### config.mk
export PLATFORM = sky130hd
export DESIGN_NAME = uart_tx_arbiter
export DESIGN_NICKNAME = d
export VERILOG_FILES = /design/src/rtl/uart_pkg.sv /design/src/rtl/uart_tx_arbiter_rr_pick.sv /design/src/rtl/uart_tx_arbiter.sv
export SDC_FILE = /design/constraint.sdc
export NUM_CORES = 1
export LEC_CHECK = 0
export CORE_ASPECT_RATIO = 0.5
export CORE_MARGIN = 2
export CORE_UTILIZATION = 47
export CTS_CLUSTER_SIZE = 20
export DETAILED_ROUTE_END_ITERATION = 6
export MAX_ROUTING_LAYER = met4
export PLACE_DENSITY_LB_ADDON = 0.2
export SYNTH_ARGS = -nofsm -noshare
export SYNTH_HDL_FRONTEND = slang
export SYNTH_SLANG_ARGS = --single-unit
### constraint.sdc
create_clock -name clk -period 4.2 [get_ports clk]
set_input_delay 0.84 -clock clk [delete_from_list [all_inputs] [get_ports clk]]
set_output_delay 0.84 -clock clk [all_outputs]
set_load 0.01 [all_outputs]
### src/rtl/uart_pkg.sv
// Shared definitions for the UART transmit arbiter.
//   NREQ_DEFAULT : default number of requesters sharing one transmitter
//   DW_DEFAULT   : default byte width (matches the transmitter data width)
//   arb_state_e  : arbiter FSM state encoding
package uart_pkg;

    localparam int NREQ_DEFAULT = 4;
    localparam int DW_DEFAULT   = 8;

    typedef enum logic [1:0] {
        ST_IDLE      = 2'd0,
        ST_LOAD      = 2'd1,
        ST_WAIT_BUSY = 2'd2,
        ST_WAIT_DONE = 2'd3
    } arb_state_e;

endpackage

### src/rtl/uart_tx_arbiter_rr_pick.sv
// rr_pick: combinational round-robin priority search.
// The search starts one position after last_owner and wraps, so the most
// recent grantee has the lowest priority.
//   req        in  NREQ  request vector
//   last_owner in  IW    index of the previous grantee
//   grant      out IW    index of the winning requester (0 when none)
//   found      out 1     at least one request bit was set
module rr_pick
    import uart_pkg::*;
#(
    parameter int NREQ = NREQ_DEFAULT,
    parameter int IW   = $clog2(NREQ_DEFAULT)
) (
    input  logic [NREQ-1:0] req,
    input  logic [IW-1:0]   last_owner,
    output logic [IW-1:0]   grant,
    output logic            found
);

    // Walk offsets from farthest to nearest so that the nearest valid
    // requester (highest priority) is the last one written.
    always_comb begin
        int idx;
        grant = '0;
        found = 1'b0;
        idx   = 0;
        for (int k = NREQ; k >= 1; k--) begin
            idx = (int'(last_owner) + k) % NREQ;
            if (req[idx[IW-1:0]]) begin
                grant = idx[IW-1:0];
                found = 1'b1;
            end
        end
    end

endmodule

### src/rtl/uart_tx_arbiter.sv
// uart_tx_arbiter: shares one UART transmitter between NREQ byte sources.
// Grants rotate round-robin per message; a message that spans several bytes
// keeps the grant (locked) until its byte flagged req_last has been sent.
//   clk         in   1        system clock, rising edge
//   rst         in   1        synchronous active-high reset
//   req_valid   in   NREQ     per-requester byte available
//   req_data    in   NREQ*DW  per-requester byte, requester i at [i*DW +: DW]
//   req_last    in   NREQ     byte is the final one of its message
//   req_ready   out  NREQ     one-hot acceptance pulse (IDLE only)
//   tran_start  out  1        start request to the transmitter
//   trans_data  out  DW       byte presented to the transmitter
//   tx_busy     in   1        transmitter busy
//   owner       out  OW       current / most recent grantee
//   locked      out  1        a multi-byte message holds the grant
//
// state        | meaning
// ST_IDLE      | arbitrate; accept one byte and latch it
// ST_LOAD      | tran_start raised with the latched byte
// ST_WAIT_BUSY | hold tran_start until the transmitter reports busy
// ST_WAIT_DONE | wait for the transmitter to finish, then update the lock
module uart_tx_arbiter
    import uart_pkg::*;
#(
    parameter int NREQ = NREQ_DEFAULT,
    parameter int DW   = DW_DEFAULT,
    localparam int OW  = $clog2(NREQ)
) (
    input  logic               clk,
    input  logic               rst,
    input  logic [NREQ-1:0]    req_valid,
    input  logic [NREQ*DW-1:0] req_data,
    input  logic [NREQ-1:0]    req_last,
    output logic [NREQ-1:0]    req_ready,
    output logic               tran_start,
    output logic [DW-1:0]      trans_data,
    input  logic               tx_busy,
    output logic [OW-1:0]      owner,
    output logic               locked
);

    arb_state_e         state_q;
    logic [OW-1:0]      owner_q;
    logic               locked_q;
    logic               last_q;
    logic [DW-1:0]      data_q;
    logic               tran_start_q;

    logic [NREQ-1:0]    owner_mask;
    logic [NREQ-1:0]    cand;
    logic [OW-1:0]      pick_idx;
    logic               pick_found;
    logic               grant_en;
    logic [DW-1:0]      sel_data;

    // While locked only the owner may be served; the rr search still works
    // because the owner sits at the last position of its own search order.
    always_comb begin
        owner_mask          = '0;
        owner_mask[owner_q] = 1'b1;
        cand                = locked_q ? (req_valid & owner_mask) : req_valid;
    end

    rr_pick #(
        .NREQ (NREQ),
        .IW   (OW)
    ) u_rr_pick (
        .req        (cand),
        .last_owner (owner_q),
        .grant      (pick_idx),
        .found      (pick_found)
    );

    assign sel_data = req_data[int'(pick_idx)*DW +: DW];

    // The acceptance pulse has to coincide with the IDLE cycle that latches
    // the byte, so it is decoded from the current state rather than registered.
    assign grant_en = (state_q == ST_IDLE) && pick_found && !rst;

    always_comb begin
        req_ready = '0;
        if (grant_en) begin
            req_ready[pick_idx] = 1'b1;
        end
    end

    always_ff @(posedge clk) begin
        if (rst) begin
            state_q      <= ST_IDLE;
            owner_q      <= OW'(NREQ - 1);
            locked_q     <= 1'b0;
            last_q       <= 1'b0;
            data_q       <= '0;
            tran_start_q <= 1'b0;
        end else begin
            case (state_q)
                ST_IDLE: begin
                    if (pick_found) begin
                        owner_q      <= pick_idx;
                        data_q       <= sel_data;
                        last_q       <= req_last[pick_idx];
                        tran_start_q <= 1'b1;
                        state_q      <= ST_LOAD;
                    end
                end
                ST_LOAD: begin
                    state_q <= ST_WAIT_BUSY;
                end
                ST_WAIT_BUSY: begin
                    if (tx_busy) begin
                        tran_start_q <= 1'b0;
                        state_q      <= ST_WAIT_DONE;
                    end
                end
                ST_WAIT_DONE: begin
                    if (!tx_busy) begin
                        locked_q <= !last_q;
                        state_q  <= ST_IDLE;
                    end
                end
                default: begin
                    state_q <= ST_IDLE;
                end
            endcase
        end
    end

    assign tran_start = tran_start_q;
    assign trans_data = data_q;
    assign owner      = owner_q;
    assign locked     = locked_q;

endmodule
# After elaboration in Yosys (flattened, before gate mapping)
# Cells that the tools add are included.
op_classes:
  n_shift: 1
  reduce_logical: 12
  n_mux: 31
  order_cmp: 8
  n_eq_ne: 6
  bitwise_logic: 2
  addsub: 4
ops:
  columns: ["cell", "count"]
  rows:
  - ["indexed part select 32 x 6 -> 8 bit", 1]
  - ["less-than comparator 2 x 3 -> 1 bit (second input constant)", 6]
  - ["2-to-1 mux 2 bit", 7]
  - ["2-to-1 mux 1 bit", 13]
  - ["binary-select mux 1 bit (select 2 bit)", 5]
  - ["2-to-1 mux 4 bit", 2]
  - ["case mux 2 bit (4 select lines)", 1]
  - ["!= test 2 bit (second input constant)", 3]
  - ["AND reduction 3 bit", 2]
  - ["adder 2 x 1 -> 2 bit (second input constant)", 2]
  - ["adder 2 bit (second input constant)", 2]
  - ["AND 4 bit", 1]
  - ["demux 1 bit (select 2 bit)", 2]
  - ["equality test 2 bit (second input constant)", 2]
  - [">= comparator 2 x 1 -> 1 bit (second input constant)", 2]
  - ["logical AND 1 bit", 4]
  - ["AND reduction 2 bit", 2]
  - ["equality test 2 x 1 -> 1 bit (second input constant)", 1]
  - ["zero test 1 bit", 2]
  - ["zero test 2 bit", 1]
  - ["case mux 1 bit (2 select lines)", 1]
  - ["nonzero test 2 bit", 1]
  - ["inverter 1 bit", 1]
totals:
  in_bits: 43
  output_inout_bits: 16
  ff_bits: 15

# Depth between registers and ports, before layout
# Gate-level depths: netlist of run 1.
logic_depth:
  word_depth: 17
  ltp_mapped: 12
  mapped_depth_nobuf: 8

# Hierarchy
# Synthesis of run 1 repeated with hierarchy kept, for this count alone.
unflattened:
  hier_cells: 116
  hier_area_um2: 1071.0
by_module_without_submodules:
  columns: ["module", "instances", "cells_per_inst", "area_per_inst_um2"]
  rows:
  - ["uart_tx_arbiter", 1, 102, 979.7]
  - ["rr_pick", 1, 14, 91.3]

# Worst setup path before layout of run 1
# Ideal clock, no wire load.
synth_timing:
  path_kind: "reg2out"
  startpoint: "reg owner_q[0] (netlist: owner[0])"
  endpoint: "out req_ready[1]"
  arrival_ns: 2.609
  path_buffers: 3
  path_stages_with_launch: 12
  setup_slack_ns: 0.751
  required_ns: 3.360
  path_cell_list: "dfxtp_1 -> buf_6 -> buf_6 -> inv_1 -> ha_1 -> buf_1 -> inv_1 -> a211o_1 -> o221a_2 -> o21ai_0 -> nand2_1 -> nor2_1"
synth_via:
  elab_chain_len: 17
  elab_cells_between_ends: 35
synth_lines:
  columns: ["element", "line_no", "text"]
  rows:
  - ["from (decl)", "uart_tx_arbiter.sv:42", "logic [OW-1:0] owner_q;"]
  - ["from (signal assigned)", "uart_tx_arbiter.sv:89", "owner_q <= OW'(NREQ - 1);"]
  - ["from (signal assigned)", "uart_tx_arbiter.sv:98", "owner_q <= pick_idx;"]
  - ["less-than comparator 2 x 3 -> 1 bit (implied by the code) / >= comparator 2 x 1 -> 1 bit (equally long branches)", "uart_tx_arbiter.sv:59", "owner_mask[owner_q] = 1'b1;"]
  - ["logical AND 1 bit (implied by the code)", "uart_tx_arbiter.sv:59", null]
  - ["2-to-1 mux 1 bit (implied by the code)", "uart_tx_arbiter.sv:59", null]
  - ["demux 1 bit (select 2 bit)", "uart_tx_arbiter.sv:59", null]
  - ["AND 4 bit", "uart_tx_arbiter.sv:60", "cand = locked_q ? (req_valid & owner_mask) : req_valid;"]
  - ["2-to-1 mux 4 bit", "uart_tx_arbiter.sv:60", null]
  - ["binary-select mux 1 bit (select 2 bit)", "uart_tx_arbiter_rr_pick.sv:29", "if (req[idx[IW-1:0]]) begin"]
  - ["2-to-1 mux 1 bit (implied by the code)", "uart_tx_arbiter_rr_pick.sv:29", null]
  - ["2-to-1 mux 2 bit (4 in series)", "uart_tx_arbiter_rr_pick.sv:29", null]
  - ["less-than comparator 2 x 3 -> 1 bit (implied by the code) / >= comparator 2 x 1 -> 1 bit (equally long branches)", "uart_tx_arbiter.sv:82", "req_ready[pick_idx] = 1'b1;"]
  - ["logical AND 1 bit (implied by the code)", "uart_tx_arbiter.sv:82", null]
  - ["2-to-1 mux 1 bit (implied by the code)", "uart_tx_arbiter.sv:82", null]
  - ["demux 1 bit (select 2 bit)", "uart_tx_arbiter.sv:82", null]
  - ["2-to-1 mux 4 bit (*)", "uart_tx_arbiter.sv:81", "if (grant_en) begin"]
  - ["to (decl)", "uart_tx_arbiter.sv:33", "output logic [NREQ-1:0] req_ready,"]
# Every way passes the cells marked *; elsewhere a longest branch is shown, timed or not. The select of a mux whose other input is x is not followed.

# Worst setup path in the final report of run 1
layout_timing:
  startpoint: "in req_valid[1]"
  endpoint: "out req_ready[2]"
layout_via:
  elab_chain_len: 13
  elab_cells_between_ends: 26
layout_lines:
  columns: ["element", "line_no", "text"]
  rows:
  - ["from (decl)", "uart_tx_arbiter.sv:30", "input logic [NREQ-1:0] req_valid,"]
  - ["AND 4 bit", "uart_tx_arbiter.sv:60", null]
  - ["2-to-1 mux 4 bit (*)", "uart_tx_arbiter.sv:60", null]
  - ["binary-select mux 1 bit (select 2 bit)", "uart_tx_arbiter_rr_pick.sv:29", null]
  - ["2-to-1 mux 1 bit (implied by the code)", "uart_tx_arbiter_rr_pick.sv:29", null]
  - ["2-to-1 mux 2 bit (4 in series)", "uart_tx_arbiter_rr_pick.sv:29", null]
  - ["less-than comparator 2 x 3 -> 1 bit (implied by the code) / >= comparator 2 x 1 -> 1 bit (equally long branches)", "uart_tx_arbiter.sv:82", null]
  - ["logical AND 1 bit (implied by the code)", "uart_tx_arbiter.sv:82", null]
  - ["2-to-1 mux 1 bit (implied by the code)", "uart_tx_arbiter.sv:82", null]
  - ["demux 1 bit (select 2 bit)", "uart_tx_arbiter.sv:82", null]
  - ["2-to-1 mux 4 bit (*)", "uart_tx_arbiter.sv:81", null]
# Marked as above.

==> results.json, run 1 <==
{
  "ys_types": 47,
  "yosys.area_share.simple_pct": 14.9,
  "synth_compound_area_share_pct": 45.4,
  "hold_path.class": "reg -> reg",
  "ys_seq_elements": 15,
  "finish.utilization_pct": 72.9,
  "clockRootBuffer": "clkbuf_8",
  "slowest_delay_ns": 0.55,
  "p_leak_uw": 0.00106,
  "worst_ep_arrival_time_ns": 3.20,
  "route.detailed.drc": 0,
  "cts_max_level": 1,
  "cts_tree": "done",
  "setup_violations": 0,
  "antenna_found_initial": 0,
  "power.switching_uw": 854,
  "dpl_cell_area_sq_um": 2570,
  "numPortBuffers": 58,
  "die_area_sq_um": 4430,
  "rsz0062_at_grt": "no",
  "area_growth_pct": 43.1,
  "p_int_uw": 843,
  "clk_latency_ns": 0.25,
  "finClkSkew_ns": 0.00171,
  "yosys_warnings": 0,
  "p_comb_share_pct": 78.2,
  "synth_commonest_cells": "inv_1, o21ai_0, dfxtp_1",
  "total_power_uw": 1700,
  "synth_edf_count": 0,
  "clock-sinks": 15,
  "routed_via_density": 6.33,
  "timing.fmax_ghz": 0.247,
  "ir_drop_uv": 319,
  "hold_violations": 0,
  "io_pins": 59,
  "synth_area_sq_um": 1830,
  "synth_top_family_by_area": "compound AO/OA/AOI/OAI gates",
  "path_cells": "clkdlybuf4s50_1 > mux2i_1 > a21oi_1 > o211ai_1 > and3_4 > nand3_1 > nor2_1 > clkdlybuf4s50_1",
  "swShare_pct": 50.3,
  "worstMarginPinSlew_ns": 0.686,
  "grt_max_degree": 32,
  "die_h_microns": 48.1,
  "yosysSeqAreaShare_pct": 16.4,
  "syn_inst": 228,
  "nNetsFinal": 350,
  "cts_buffers": 3,
  "rows": 15,
  "vias": 2208,
  "clockBufferDepth": 2,
  "path_clk_slew_ns": 0.06,
  "crit_type": "in -> out",
  "final_cell_area_sq_um": 2610,
  "grt_pass1_vias": 1945,
  "worst_setup_path_end_kind": "output pin",
  "wl_per_cell_microns": 17.3,
  "die_w_microns": 92.2,
  "overflow": 0,
  "maxSlewHeadroom_pct": 54.0,
  "p_clk_share_pct": 7.2,
  "synth_area_per_cell_sq_um": 8.01,
  "pwr-share-seq_pct": 14.6,
  "maxCapViolCount": 0,
  "routed_wl_microns": 6050,
  "n_antenna_cell": 0,
  "drt_iter0_markers": 194,
  "core_region_area_sq_um": 3580,
  "dp_hpwl_microns": 4850,
  "path_max_fanout": 6,
  "grt_pass1_wl_microns": 9600,
  "gp_congestion": 0.972,
  "cp_top_family": "buffers and inverters",
  "synth_nets": 279,
  "initial_core_util_pct": 51.0,
  "cp_num_buf_inv": 2,
  "synth_top_cell_by_area": "dfxtp_1",
  "postCtsHoldBufs": 0,
  "ys.flop_type": "dfxtp_1",
  "async_reset_ff_share_pct": 0,
  "grt_usage_pct": 29.3,
  "netlist_top_cells_area": "dfxtp_1, mux2i_1, a2111oi_0, ha_1, o2111ai_1",
  "cpMostUsedCell": "clkdlybuf4s50_1",
  "drive_above_1_share_pct": 15.1,
  "yosys.area.top_type_share_pct": 16.4,
  "yosysMostFrequentCell": "inv_1",
  "first_pass_iters": 5,
  "fin_crit_ns": 4.04,
  "worst_ep_required_time_ns": 3.36,
  "power.density_nw_per_um2": 649,
  "hold_slack_ns": 0.521,
  "fin_crit_sh_pct": 96.2,
  "fin_tns_setup_ns": 0,
  "synth_xor_xnor_area_share_pct": 0,
  "detail-route-antenna-nets": 0,
  "startpoint_type": "primary input",
  "critPathSlowestCell": "clkdlybuf4s50_1",
  "synthAdderAreaFrac_pct": 5.48,
  "synthMuxAreaShare_pct": 8.49,
  "status": "complete, no violations",
  "drv_slew": 0
}
## layout by cell type (no fill, tap or decap), types with 8 or more instances in the layout
cell,synthesis,layout
a21oi_1,8,8
nand3_1,8,8
ha_1,8,8
nand2_1,11,11
buf_4,4,24
nor3_1,10,10
clkdlybuf4s50_1,0,58
dfxtp_1,15,14
nor2_1,12,12
a2111oi_0,12,12
a21boi_0,9,9
o2111ai_1,10,10
mux2i_1,13,13
o21ai_0,16,16
inv_1,17,17
## area by class of cell
cell class	count	area [sq um]
well taps	51	63.8
flip-flops and latches	15	302
multi-input cells	179	1360
clock inverters	1	5.00
fillers	276	971
clock buffers	3	41.3
inverters	17	63.8
repair buffers	83	781
## per-layer routing
layer,track usage (%),wire (microns)
met1,39.6,2870
met5,-,0
met4,4.48,44
met3,8.19,628
met2,45.0,2510
## registers in the layout (all words and copies together), names as in the netlist
register    cells
last_q          1
tran_start      1
state_q         2
locked          1
owner           2
trans_data      8
## power groups by stage
stage	Sequential (uW)	Clock [uW]	Combinational, uW
global placement	247	0	1280
finish	248	122	1330
CTS	246	123	1300
global route	254	130	1440
detailed placement	249	0	1300
floorplan	251	0	830
## worst min-delay path, cell delays in order (launching register included)
cell	delay, ns
dfxtp_1	0.33
nor2_1	0.10
a211oi_1	0.05
## logic make-up after synthesis
logic type | count (synthesis)
compound gates | 101
fa+ha+maj | 8
buf+inv | 34
flops | 15
mux | 15
simple gates | 55
## stage by stage
| step | worst slack, ns | std cells |
|---|---|---|
| 2_1_floorplan | 0.751 | 228 |
| 3_3_place_gp | 0.284 | 345 |
| 3_5_place_dp | 0.204 | 345 |
| 4_1_cts | 0.188 | 349 |
| 5_1_grt | 0.0294 | 349 |
| 6_report | 0.159 | 349 |
## path summary, 6_finish.rpt
| path | from | to | slack [ns] | depth (start not counted) |
|---|---|---|---|---|
| hold reg to reg | state_q[0] | state_q[0] | 0.52 | 2 |
| hold / removal | state_q[0] | state_q[0] | 0.52 | 2 |
| setup / recovery | req_valid[1] | req_ready[2] | 0.16 | 8 |
| setup reg to reg | owner[1] | trans_data[3] | 1.29 | 10 |
## what timing repair did
| action | 4_1_cts | 5_1_grt |
|---|---|---|
| buffers inserted | 0 | 0 |
| setup endpoints to repair | 0 | 2 |
| resized for setup | 0 | 1 |
No activity file was read; power rests on OpenSTA's default activity.
==> run 2, diff against run 1 <==
Settings changed: CTS_CLUSTER_DIAMETER set to 50, PLACE_DENSITY set to 0.81, PLACE_DENSITY_LB_ADDON 0.2 to unset.
==> results.json, run 2 (synthesized netlist as in run 1, its figures left out) <==
{
  "status": "complete, no violations",
  "min_from": "tran_start",
  "numPortBuffers": 58,
  "area_growth_pct": 42.5,
  "n_antenna_cell": 0,
  "timing.fmax_ghz": 0.249,
  "overflow": 0,
  "cts_tree": "done",
  "final_cells": 349,
  "maxCapViolCount": 0,
  "maxSlewHeadroom_pct": 40.1,
  "grt_max_degree": 37,
  "path_max_fanout": 8,
  "detail-route-antenna-nets": 0,
  "path_clk_slew_ns": 0.07,
  "cts-resized-gates": 0,
  "dp_hpwl_microns": 5100,
  "initial_core_util_pct": 51.0,
  "die_w_microns": 92.2,
  "highest_layer": "met4",
  "finClkSkew_ns": 0.00871,
  "clk_latency_ns": 0.26,
  "core_region_area_sq_um": 3580,
  "crit_type": "in -> out",
  "clockRootBuffer": "clkbuf_8",
  "rows": 15,
  "r2r_cells": 9,
  "nNetsFinal": 350,
  "drt_iter0_markers": 192,
  "worstMarginPinSlew_ns": 0.893,
  "route.detailed.drc": 0,
  "final_cell_mix": "clkdlybuf4s50_1, buf_4, inv_1",
  "fin_tns_setup_ns": 0,
  "io_pins": 59,
  "wl_met1_microns": 2860,
  "die_area_sq_um": 4430,
  "wl_per_cell_microns": 18.4,
  "ir_drop_uv": 398,
  "worst_ep_arrival_time_ns": 3.18,
  "hold_violations": 0,
  "drv_slew": 0,
  "p_leak_uw": 0.00105,
  "routed_via_density": 6.56,
  "routed_wl_microns": 6440,
  "die_h_microns": 48.1,
  "wl_met2_microns": 2770,
  "routed-wl-met3_microns": 788,
  "drive_above_1_share_pct": 14.8,
  "cts_max_level": 1,
  "rsz0062_at_grt": "no",
  "dp.cells": 345,
  "r2r-start": "owner[0]",
  "post_cts_buffers": 0,
  "vias": 2291,
  "fin_crit_ns": 4.02,
  "hold_path.class": "reg -> reg",
  "grt_pass1_wl_microns": 10600,
  "hold_depth": 2,
  "gp_congestion": 0.908,
  "grt_pass1_vias": 2201,
  "antenna_found_initial": 0,
  "setup_violations": 0,
  "clock-sinks": 15,
  "startpoint_type": "primary input",
  "worst_setup_path_end_kind": "output pin",
  "cts_buffers": 3,
  "first_pass_iters": 5,
  "cp-startpoint": "req_valid[1]",
  "final_common_cell": "clkdlybuf4s50_1",
  "postCtsHoldBufs": 0,
  "fin_crit_sh_pct": 95.7,
  "largest_reg_flops": 8,
  "power.density_nw_per_um2": 661,
  "worst_ep_required_time_ns": 3.36,
  "clockBufferDepth": 2,
  "grt_usage_pct": 32.3
}
## run 2: power breakdown
group	switching, uW	internal, uW
sequential	42.4	197
combinational	780	571
clock	62.1	66.9
## run 2: final timing paths
check        slack [ns]      endpoint
min                0.51    tran_start
max reg2reg        1.10        last_q
min reg2reg        0.51    tran_start
max                0.18  req_ready[3]
## run 2: final cells by class
class / instances / area, sq um
fill: 294 / 982
clock buffer: 3 / 41.3
multi-input combinational: 179 / 1360
tap: 51 / 63.8
timing repair buffer: 83 / 768
clock inverter: 1 / 7.51
inverter: 17 / 63.8
sequential: 15 / 300
## run 2: through the flow
step	utilization, %	power [uW]	worst slack [ns]	area (sq um)	hold slack, ns
after floorplan	-	1080	0.751	1830	0.490
after global placement	71.2	1510	0.289	2550	0.477
after detailed placement	71.2	1550	0.226	2550	0.491
after CTS	72.6	1680	0.207	2600	0.505
after global routing	72.6	1850	0.0259	2600	0.566
final	72.6	1720	0.179	2600	0.511
## run 2: per-layer routing
metal / vias to the layer above / global-route usage (%)
met5: - / -
met4: 0 / 4.48
met3: 4 / 9.45
met2: 151 / 52.6
met1: 1074 / 41.6
li1: 1062 / -
## run 2: critical path, cell delays in order
cell	delay [ns]
clkdlybuf4s50_1	0.42
mux2i_1	0.31
a211oi_4	0.09
o221a_2	0.36
o21ai_0	0.31
nand2_1	0.16
nor2_1	0.13
clkdlybuf4s50_1	0.54
==> run 3, diff against run 2 <==
Settings changed: CORE_UTILIZATION 47 to 35, PLACE_DENSITY 0.81 to 0.66.
Clock period 4.2 ns to 3.65 ns, I/O delays scaled along.
==> results.json, run 3 (synthesized netlist as in run 1, its figures left out) <==
{
  "drt_iter0_markers": 167,
  "p_int_uw": 1090,
  "rows": 18,
  "largest_reg_flops": 8,
  "final_cell_mix": "clkdlybuf4s50_1, buf_4, inv_1",
  "postCtsHoldBufs": 0,
  "initial_core_util_pct": 36.7,
  "power.density_nw_per_um2": 754,
  "gp_congestion": 0.891,
  "maxCapViolCount": 0,
  "die_w_microns": 106,
  "p_clk_share_pct": 6.8,
  "fin_crit_sh_pct": 90.6,
  "postLayoutSetupSlackWorst_ns": 0.344,
  "cts_buffers": 3,
  "hold_slack_ns": 0.517,
  "path_clk_slew_ns": 0.07,
  "finClkSkew_ns": 0.00549,
  "first_pass_iters": 6,
  "grt_pass1_wl_microns": 10400,
  "status": "complete, no violations",
  "startpoint_type": "primary input",
  "multi_input_area_sq_um": 1420,
  "wl_per_cell_microns": 17.3,
  "cts_max_level": 1,
  "maxSlewHeadroom_pct": 65.3,
  "detail-route-antenna-nets": 0,
  "worst_setup_path_end_kind": "output pin",
  "swShare_pct": 49.6,
  "io_pins": 59,
  "power.switching_uw": 1070,
  "core_region_area_sq_um": 4980,
  "rrSetupSlack_ns": 0.81,
  "clock-sinks": 15,
  "route.detailed.drc": 0,
  "worstMarginPinSlew_ns": 0.520,
  "p_leak_uw": 0.00122,
  "hold_depth": 2,
  "vias": 2268,
  "nNetsFinal": 370,
  "dp_hpwl_microns": 5300,
  "fill_cells": 439,
  "p_comb_share_pct": 80.8,
  "grt_max_degree": 23,
  "die_area_sq_um": 5850,
  "fin_crit_ns": 3.31,
  "hold_violations": 0,
  "routed_wl_microns": 6700,
  "area_growth_pct": 56.4,
  "pwr-share-seq_pct": 12.4,
  "rsz0062_at_grt": "no",
  "dp_slack_ns": -0.0621,
  "final_common_cell": "clkdlybuf4s50_1",
  "worst_ep_arrival_time_ns": 2.58,
  "worst_ep_required_time_ns": 2.92,
  "r2r_cells": 10,
  "ir_drop_uv": 365,
  "crit_type": "in -> out",
  "die_h_microns": 55.1,
  "hold_path.class": "reg -> reg",
  "setup_violations": 0,
  "clk_latency_ns": 0.26,
  "grt_usage_pct": 24.0,
  "routed_via_density": 5.85,
  "drive_above_1_share_pct": 23.0,
  "n_antenna_cell": 0,
  "grt_pass1_vias": 2097,
  "seqCellArea_sq_um": 300,
  "drv_slew": 0,
  "timing.fmax_ghz": 0.302,
  "cts_tree": "done",
  "clockRootBuffer": "clkbuf_8",
  "clockBufferDepth": 2,
  "antenna_found_initial": 0,
  "total_power_uw": 2160,
  "numPortBuffers": 58,
  "path_max_fanout": 4,
  "overflow": 0
}
## run 3: routing by layer
layer / wire [microns] / track usage [%]
met4: 38 / 6.58
met3: 629 / 5.74
met1: 3290 / 33.9
met5: 0 / -
met2: 2740 / 33.9
## run 3: worst max-delay path, cell delays in order
cell	delay (ns)
clkdlybuf4s50_1	0.49
mux2i_1	0.08
buf_4	0.15
a211oi_4	0.28
o221a_4	0.28
o21ai_2	0.09
buf_4	0.15
nand2_1	0.10
nor2_1	0.06
dlymetal6s2s_1	0.17
## run 3: final timing paths
path / start / to
worst max-delay path: req_valid[1] / req_ready[3]
worst min-delay path: tran_start / tran_start
worst max register to register: owner[0] / trans_data[6]
worst min register to register: tran_start / tran_start
## run 3: final cells by class
cell class	count	area share [%]
Tap cell	70	3.07
Sequential cell	15	10.5
Clock inverter	1	0.175
Inverter	17	2.23
Multi-Input combinational cell	179	49.8
Clock buffer	3	1.45
Timing Repair Buffer	103	32.8
## run 3: timing repair
action                     4_1_cts  5_1_grt
pin swaps                        0        5
setup buffers                    0        1
resized for setup                7       13
setup endpoints to repair        4        4
## run 3: metrics by stage
stage	std cells	TNS, ns	util, %	cell area, sq um
after CTS	387	0	56.0	2790
after floorplan	228	0	-	1830
after global routing	388	0	57.4	2860
after detailed placement	383	-0.220	54.7	2720
after global placement	383	-0.0873	54.7	2720
final	388	0	57.4	2860
## run 3: power by group through the flow
stage / combinational, uW / sequential (uW) / clock [uW]
floorplan: 955 / 289 / 0
global placement: 1600 / 265 / 0
detailed placement: 1630 / 269 / 0
CTS: 1650 / 266 / 147
global route: 1870 / 276 / 154
finish: 1740 / 266 / 147
